## src/rtl/pc_seq_if.sv

```systemverilog
// Fetch, resolution and status bundle between pc_sequencer and the core.
// PC_BRANCH_STATS_EN adds the branch statistics counters.
interface pc_seq_if #(
  parameter int STAT_W = 16
);
  logic        fetch_valid;
  logic [31:0] fetch_addr;
  logic        fetch_ready;
  logic        exec_done;
  logic        BEQ;
  logic        BNE;
  logic        Zero;
  logic        Jump;
  logic [25:0] jump_index;
  logic [31:0] BranchVal;
  logic        halt;
  logic [31:0] pc;
  logic        branch_taken;
  logic        halted;
`ifdef PC_BRANCH_STATS_EN
  logic [STAT_W-1:0] taken_cnt;
  logic [STAT_W-1:0] branch_cnt;

  modport master (
    output fetch_valid, fetch_addr, pc,
    output branch_taken, halted,
    output taken_cnt, branch_cnt,
    input  fetch_ready, exec_done,
    input  BEQ, BNE, Zero, Jump,
    input  jump_index, BranchVal, halt
  );

  modport slave (
    input  fetch_valid, fetch_addr, pc,
    input  branch_taken, halted,
    input  taken_cnt, branch_cnt,
    output fetch_ready, exec_done,
    output BEQ, BNE, Zero, Jump,
    output jump_index, BranchVal, halt
  );
`else
  modport master (
    output fetch_valid, fetch_addr, pc,
    output branch_taken, halted,
    input  fetch_ready, exec_done,
    input  BEQ, BNE, Zero, Jump,
    input  jump_index, BranchVal, halt
  );

  modport slave (
    input  fetch_valid, fetch_addr, pc,
    input  branch_taken, halted,
    output fetch_ready, exec_done,
    output BEQ, BNE, Zero, Jump,
    output jump_index, BranchVal, halt
  );
`endif
endinterface

```

## src/rtl/pc_sequencer.sv

```systemverilog
// PC controller: fetch handshake, exec wait, next-PC select, sticky halt.
// PC_BRANCH_STATS_EN enables saturating taken/executed branch counters.
module pc_sequencer #(
  parameter logic [31:0] RESET_PC = 32'h0000_0000,
  parameter int          STAT_W   = 16
) (
  input  logic     clk,
  input  logic     rst,
  pc_seq_if.master bus
);
  typedef enum logic [1:0] {
    IDLE, FETCH, EXEC, HALT
  } state_e;

  state_e      state_q, state_d;
  logic [31:0] pc_q, pc_d;
  logic        bt_q, bt_d;

  logic [31:0] pc_plus4;
  logic [31:0] br_tgt;
  logic [31:0] j_tgt;
  logic        taken;
  logic        commit;
  logic        br_commit;

  assign pc_plus4 = pc_q + 32'd4;
  assign br_tgt   = pc_plus4 + (bus.BranchVal << 2);
  assign j_tgt    = {pc_plus4[31:28], bus.jump_index, 2'b00};
  assign taken    = (bus.BEQ & bus.Zero) | (bus.BNE & ~bus.Zero);
  assign commit   = (state_q == EXEC) & bus.exec_done;
  assign br_commit = commit & ~bus.halt & ~bus.Jump
                   & (bus.BEQ | bus.BNE);

  always_comb begin
    state_d = state_q;
    pc_d    = pc_q;
    bt_d    = 1'b0;
    unique case (state_q)
      IDLE:  state_d = FETCH;
      FETCH: if (bus.fetch_ready) state_d = EXEC;
      EXEC: begin
        if (bus.exec_done) begin
          if (bus.halt) begin
            state_d = HALT;
          end else begin
            state_d = FETCH;
            if (bus.Jump) begin
              pc_d = j_tgt;
            end else if (taken) begin
              pc_d = br_tgt;
              bt_d = 1'b1;
            end else begin
              pc_d = pc_plus4;
            end
          end
        end
      end
      HALT:  state_d = HALT;
      default: state_d = IDLE;
    endcase
  end

  always_ff @(posedge clk or posedge rst) begin
    if (rst) begin
      state_q <= IDLE;
      pc_q    <= RESET_PC;
      bt_q    <= 1'b0;
    end else begin
      state_q <= state_d;
      pc_q    <= pc_d;
      bt_q    <= bt_d;
    end
  end

  assign bus.fetch_valid  = (state_q == FETCH);
  assign bus.fetch_addr   = pc_q;
  assign bus.pc           = pc_q;
  assign bus.branch_taken = bt_q;
  assign bus.halted       = (state_q == HALT);

`ifdef PC_BRANCH_STATS_EN
  logic [STAT_W-1:0] tcnt_q, bcnt_q;

  always_ff @(posedge clk or posedge rst) begin
    if (rst) begin
      tcnt_q <= '0;
      bcnt_q <= '0;
    end else if (br_commit) begin
      if (~&bcnt_q) bcnt_q <= bcnt_q + 1'b1;
      if (taken && ~&tcnt_q) tcnt_q <= tcnt_q + 1'b1;
    end
  end

  assign bus.taken_cnt  = tcnt_q;
  assign bus.branch_cnt = bcnt_q;
`else
  logic unused_br;
  assign unused_br = br_commit;
`endif
endmodule

```

## src/flat_wrapper.sv

```systemverilog
// flat-port wrapper written by rule: the top's interface ports become plain ports
module pc_sequencer_flat 
#(
  parameter logic [31:0] RESET_PC = 32'h0000_0000,
  parameter int          STAT_W   = 16
)
  (clk, rst, bus_fetch_valid, bus_fetch_addr, bus_pc, bus_branch_taken, bus_halted, bus_fetch_ready, bus_exec_done, bus_BEQ, bus_BNE, bus_Zero, bus_Jump, bus_jump_index, bus_BranchVal, bus_halt);
  pc_seq_if #(.STAT_W(STAT_W)) bus_i ();
  input  logic clk;
  input  logic rst;
  output wire logic [$bits(bus_i.fetch_valid)-1:0] bus_fetch_valid;
  output wire logic [$bits(bus_i.fetch_addr)-1:0] bus_fetch_addr;
  output wire logic [$bits(bus_i.pc)-1:0] bus_pc;
  output wire logic [$bits(bus_i.branch_taken)-1:0] bus_branch_taken;
  output wire logic [$bits(bus_i.halted)-1:0] bus_halted;
  input wire logic [$bits(bus_i.fetch_ready)-1:0] bus_fetch_ready;
  input wire logic [$bits(bus_i.exec_done)-1:0] bus_exec_done;
  input wire logic [$bits(bus_i.BEQ)-1:0] bus_BEQ;
  input wire logic [$bits(bus_i.BNE)-1:0] bus_BNE;
  input wire logic [$bits(bus_i.Zero)-1:0] bus_Zero;
  input wire logic [$bits(bus_i.Jump)-1:0] bus_Jump;
  input wire logic [$bits(bus_i.jump_index)-1:0] bus_jump_index;
  input wire logic [$bits(bus_i.BranchVal)-1:0] bus_BranchVal;
  input wire logic [$bits(bus_i.halt)-1:0] bus_halt;
  assign bus_fetch_valid = bus_i.fetch_valid;
  assign bus_fetch_addr = bus_i.fetch_addr;
  assign bus_pc = bus_i.pc;
  assign bus_branch_taken = bus_i.branch_taken;
  assign bus_halted = bus_i.halted;
  assign bus_i.fetch_ready = bus_fetch_ready;
  assign bus_i.exec_done = bus_exec_done;
  assign bus_i.BEQ = bus_BEQ;
  assign bus_i.BNE = bus_BNE;
  assign bus_i.Zero = bus_Zero;
  assign bus_i.Jump = bus_Jump;
  assign bus_i.jump_index = bus_jump_index;
  assign bus_i.BranchVal = bus_BranchVal;
  assign bus_i.halt = bus_halt;
  pc_sequencer #(.RESET_PC(RESET_PC), .STAT_W(STAT_W)) u_core (.clk(clk), .rst(rst), .bus(bus_i));
endmodule
```

## config.mk

```make
export PLATFORM = sky130hd
export DESIGN_NAME = pc_sequencer_flat
export DESIGN_NICKNAME = d
export VERILOG_FILES = /design/src/rtl/pc_seq_if.sv /design/src/rtl/pc_sequencer.sv /design/src/flat_wrapper.sv
export SDC_FILE = /design/constraint.sdc
export NUM_CORES = 1
export LEC_CHECK = 0
export CAP_MARGIN = 20
export CORE_ASPECT_RATIO = 0.7
export CORE_MARGIN = 2
export CORE_UTILIZATION = 48
export DETAILED_ROUTE_END_ITERATION = 6
export PLACE_DENSITY = 0.79
export SYNTH_ARGS = -nofsm -noshare
export SYNTH_HDL_FRONTEND = slang
export SYNTH_SLANG_ARGS = --single-unit
```

## constraint.sdc

```tcl
create_clock -name clk -period 4.4 [get_ports clk]
set_clock_uncertainty 0.2 [all_clocks]
set_input_delay 0.88 -clock clk [delete_from_list [all_inputs] [get_ports clk]]
set_output_delay 0.88 -clock clk [all_outputs]
set_load 0.05 [all_outputs]
```

==> flow_summary.ini <==
[clocking]
clkTransAtPathRegs_ns = 0.05
clk-insertion-delay-late_ns = 0.28
cts_hold_buf = 0
numCtsBuffers = 5
cts_resized = 0
clock_path_buffers = 2
cts_tree = done
cts.sinks = 33
htreeDepth = 2
root_buffer = clkbuf_16
postCtsSetupBuffers = 0

[global_route]
grt_overflow_total = 0
grt_max_degree = 36
grt_antenna_before_repair = 0
grt_usage_pct = 30.09
grt_pass1_vias = 4086
grt_first_pass_wirelength_mm = 21.90

[pwr]
leakage_uw = 0.002412
ir_worst_vdd_mv = 0.3133
power.density_nw_per_um2 = 713.6
intPower_uw = 1754
comb_power_share_pct = 76.6
seq_power_share_pct = 15.1
power.switching_uw = 2283
power.share.clock_pct = 8.3
swShare_pct = 56.55
fin_total_pwr_uw = 4037

[synthesis]
synthAdderAreaFrac_pct = 11.39
yosys.area_share.simple_pct = 20.72
synth_compound_area_share_pct = 26.68
syn_inst = 560
synth_top_family_by_area = compound AO/OA/AOI/OAI gates
avgSynthCellArea_um2 = 7.570
synth_warnings = 0
yosys_register_bits = 33
synthesis.area_um2 = 4239
synthMuxAreaShare_pct = 1.948
ys.flop_type = dfrtp_1
synth-edff-count = 0
seq_area_frac_synth_pct = 19.48
yosysUniqueCellTypes = 59
synthArstFlopShare_pct = 100.0
yosys.area_share.xor_xnor_pct = 10.33

[status]
status = complete, no violations

[routing]
routed_wl_mm = 14.52
via_per_inst = 5.949
dr.pass1.iters = 5
drc = 0
ant_nets = 0
routedWlPerCell_um = 18.64
drtIter0Drc = 451
vias = 4634

[cells_and_area]
drive_gt1_share_pct = 6.222
fill_cells = 729
final_cell_mix = clkdlybuf4s50_1 (127), nand2_1 (68), a21oi_1 (45)
nets = 764
final_common_cell = clkdlybuf4s50_1
multi_input_area_um2 = 3079
final_util_pct = 66.45
syn2layout_area_growth_pct = 33.44
postLayoutCellArea_um2 = 5657
diodes = 0
seq_area_um2 = 825.8

[floorplan]
core_um2 = 8513
dieArea_um2 = 9611
die_y_um = 82.63
dieWidth_um = 116.3
ios = 134
start_util_pct = 49.79
rows = 28

[placed_design]
dpl_cell_area_um2 = 5466
gp_congestion = 0.9272
port_buffers = 127
dp_hpwl_mm = 11.60

[worst_hold_path]
min_path_type = reg -> reg
worstHoldPathCells = 1

[setup_path]
r2r_cells = 15
worstPathRequired_ns = 4.35
cp.arrival_ns = 4.16
slowest_delay_ns = 0.56
critPathKind = reg -> reg
endpoint_kind = flip-flop
cp_max_fo = 6
slowest_stage = or4_1
worst_setup_path_start_kind = flip-flop
path_cells = and4_1 > nand4_1 > nor2_1 > nand2_1 > nor2_4 > nand3_1 > xnor2_1 > ha_1 > nand4_1 > or3_1 > o21ai_1 > or4_1 > a211oi_1 > o21ai_1 > nor3b_1

[sta]
maxSlewHeadroom_pct = 46.80
finalSetupTns_ns = 0
rsz0062_at_grt = false
period_needed_ns = 4.215
setup_viol = 0
maxSlewViolCount = 0
tightest_slew_ns = 0.7955
fmax_ghz = 0.2373
finalHoldViolations = 0
post-route-period-util_pct = 95.79

[job]
max-cap-violations = 0
state kept, by name, indices dropped and copies added, names as in the netlist:
| name | cells |
|---|---|
| u_core.bus.branch_taken | 1 |
| u_core.bus.fetch_addr | 30 |
| u_core.state_q | 2 |
per-stage QoR:
step | instances | setup slack [ns] | hold WS (ns)
2_1_floorplan | 563 | 0.1639 | 0.2812
3_3_place_gp | 772 | 0.2939 | 0.2840
3_5_place_dp | 772 | 0.1690 | 0.2915
4_1_cts | 779 | 0.1522 | 0.3001
5_1_grt | 779 | 0.001480 | 0.3067
6_report | 779 | 0.1855 | 0.2924
worst max-delay path: cells and delay by family, from the launching register on:
kind / cells / cell delay [ns]
DFF: 1 / 0.44
and+or+nand+nor: 10 / 2.10
adders and majority gates: 1 / 0.40
xor gates and xnor gates: 1 / 0.41
AOI/OAI and AO/OA: 3 / 0.51
worst paths after layout:
path | slack [ns] | to | start
setup reg to reg | 0.19 | u_core.bus.fetch_addr[29] | u_core.bus.fetch_addr[7]
hold reg to reg | 0.29 | u_core.bus.fetch_addr[31] | u_core.bus.fetch_addr[31]
max in group asynchronous | 2.89 | u_core.bus.fetch_addr[9] | rst
setup / recovery | 0.19 | u_core.bus.fetch_addr[29] | u_core.bus.fetch_addr[7]
hold / removal | 0.29 | u_core.bus.fetch_addr[31] | u_core.bus.fetch_addr[31]
min in group asynchronous | 0.81 | u_core.bus.fetch_addr[25] | rst
synthesized netlist by cell type, drive strengths merged, types with 2 or more instances:
cell type / number / area share, %
nand4: 14 / 2.1
o21bai: 7 / 1.2
nand2b: 3 / 0.44
a22oi: 2 / 0.35
o31ai: 5 / 1.0
nand2: 68 / 6.0
a21o: 22 / 3.9
mux2i: 6 / 1.4
o21ai: 39 / 4.7
xnor2: 37 / 7.6
and3: 9 / 1.3
o211ai: 12 / 2.1
a21oi: 47 / 5.7
and4: 2 / 0.41
or3: 2 / 0.30
o21a: 6 / 1.1
inv: 9 / 0.80
xor2: 13 / 2.7
nor3b: 3 / 0.53
nand3: 21 / 2.5
a211oi: 7 / 1.2
clkbuf: 18 / 1.6
nor2b: 3 / 0.44
nor3: 9 / 1.2
nand3b: 4 / 0.71
mux2: 2 / 0.53
a31oi: 6 / 0.89
nor2: 43 / 3.8
o211a: 2 / 0.47
o22ai: 4 / 0.59
o221ai: 3 / 0.62
a22o: 2 / 0.41
dfrtp: 33 / 19
a2111oi: 2 / 0.41
ha: 37 / 11
a222oi: 2 / 0.47
o41ai: 2 / 0.41
buf: 40 / 6.9
power groups by stage:
stage	registers, µW	clock network [µW]	logic [µW]
floorplan	955	0	1830
global placement	594	0	2960
finish	608	337	3090
CTS	596	338	3020
global route	628	357	3270
detailed placement	600	0	3010
metal layers:
metal	up-vias	wire [µm]	global-route usage [%]
met3	9	1380	3.942
li1	2193	-	-
met5	-	0	0
met4	0	85	5.119
met1	2205	7049	47.49
met2	227	6003	43.49
area by class of cell:
class / instances / area share [%]
multi-input combinational: 462 / 54.43
inverter: 10 / 0.6636
clock buffer: 7 / 2.522
timing repair buffer: 147 / 25.13
tap: 120 / 2.654
sequential: 33 / 14.60
kinds of logic after synthesis:
kind of cell / after synthesis
buffers and inverters: 68
adders and majority gates: 38
DFF: 33
muxes: 8
and+or+nand+nor: 187
other: 1
AOI/OAI and AO/OA: 175
xor gates and xnor gates: 50
(Power assumes the default switching activity.)
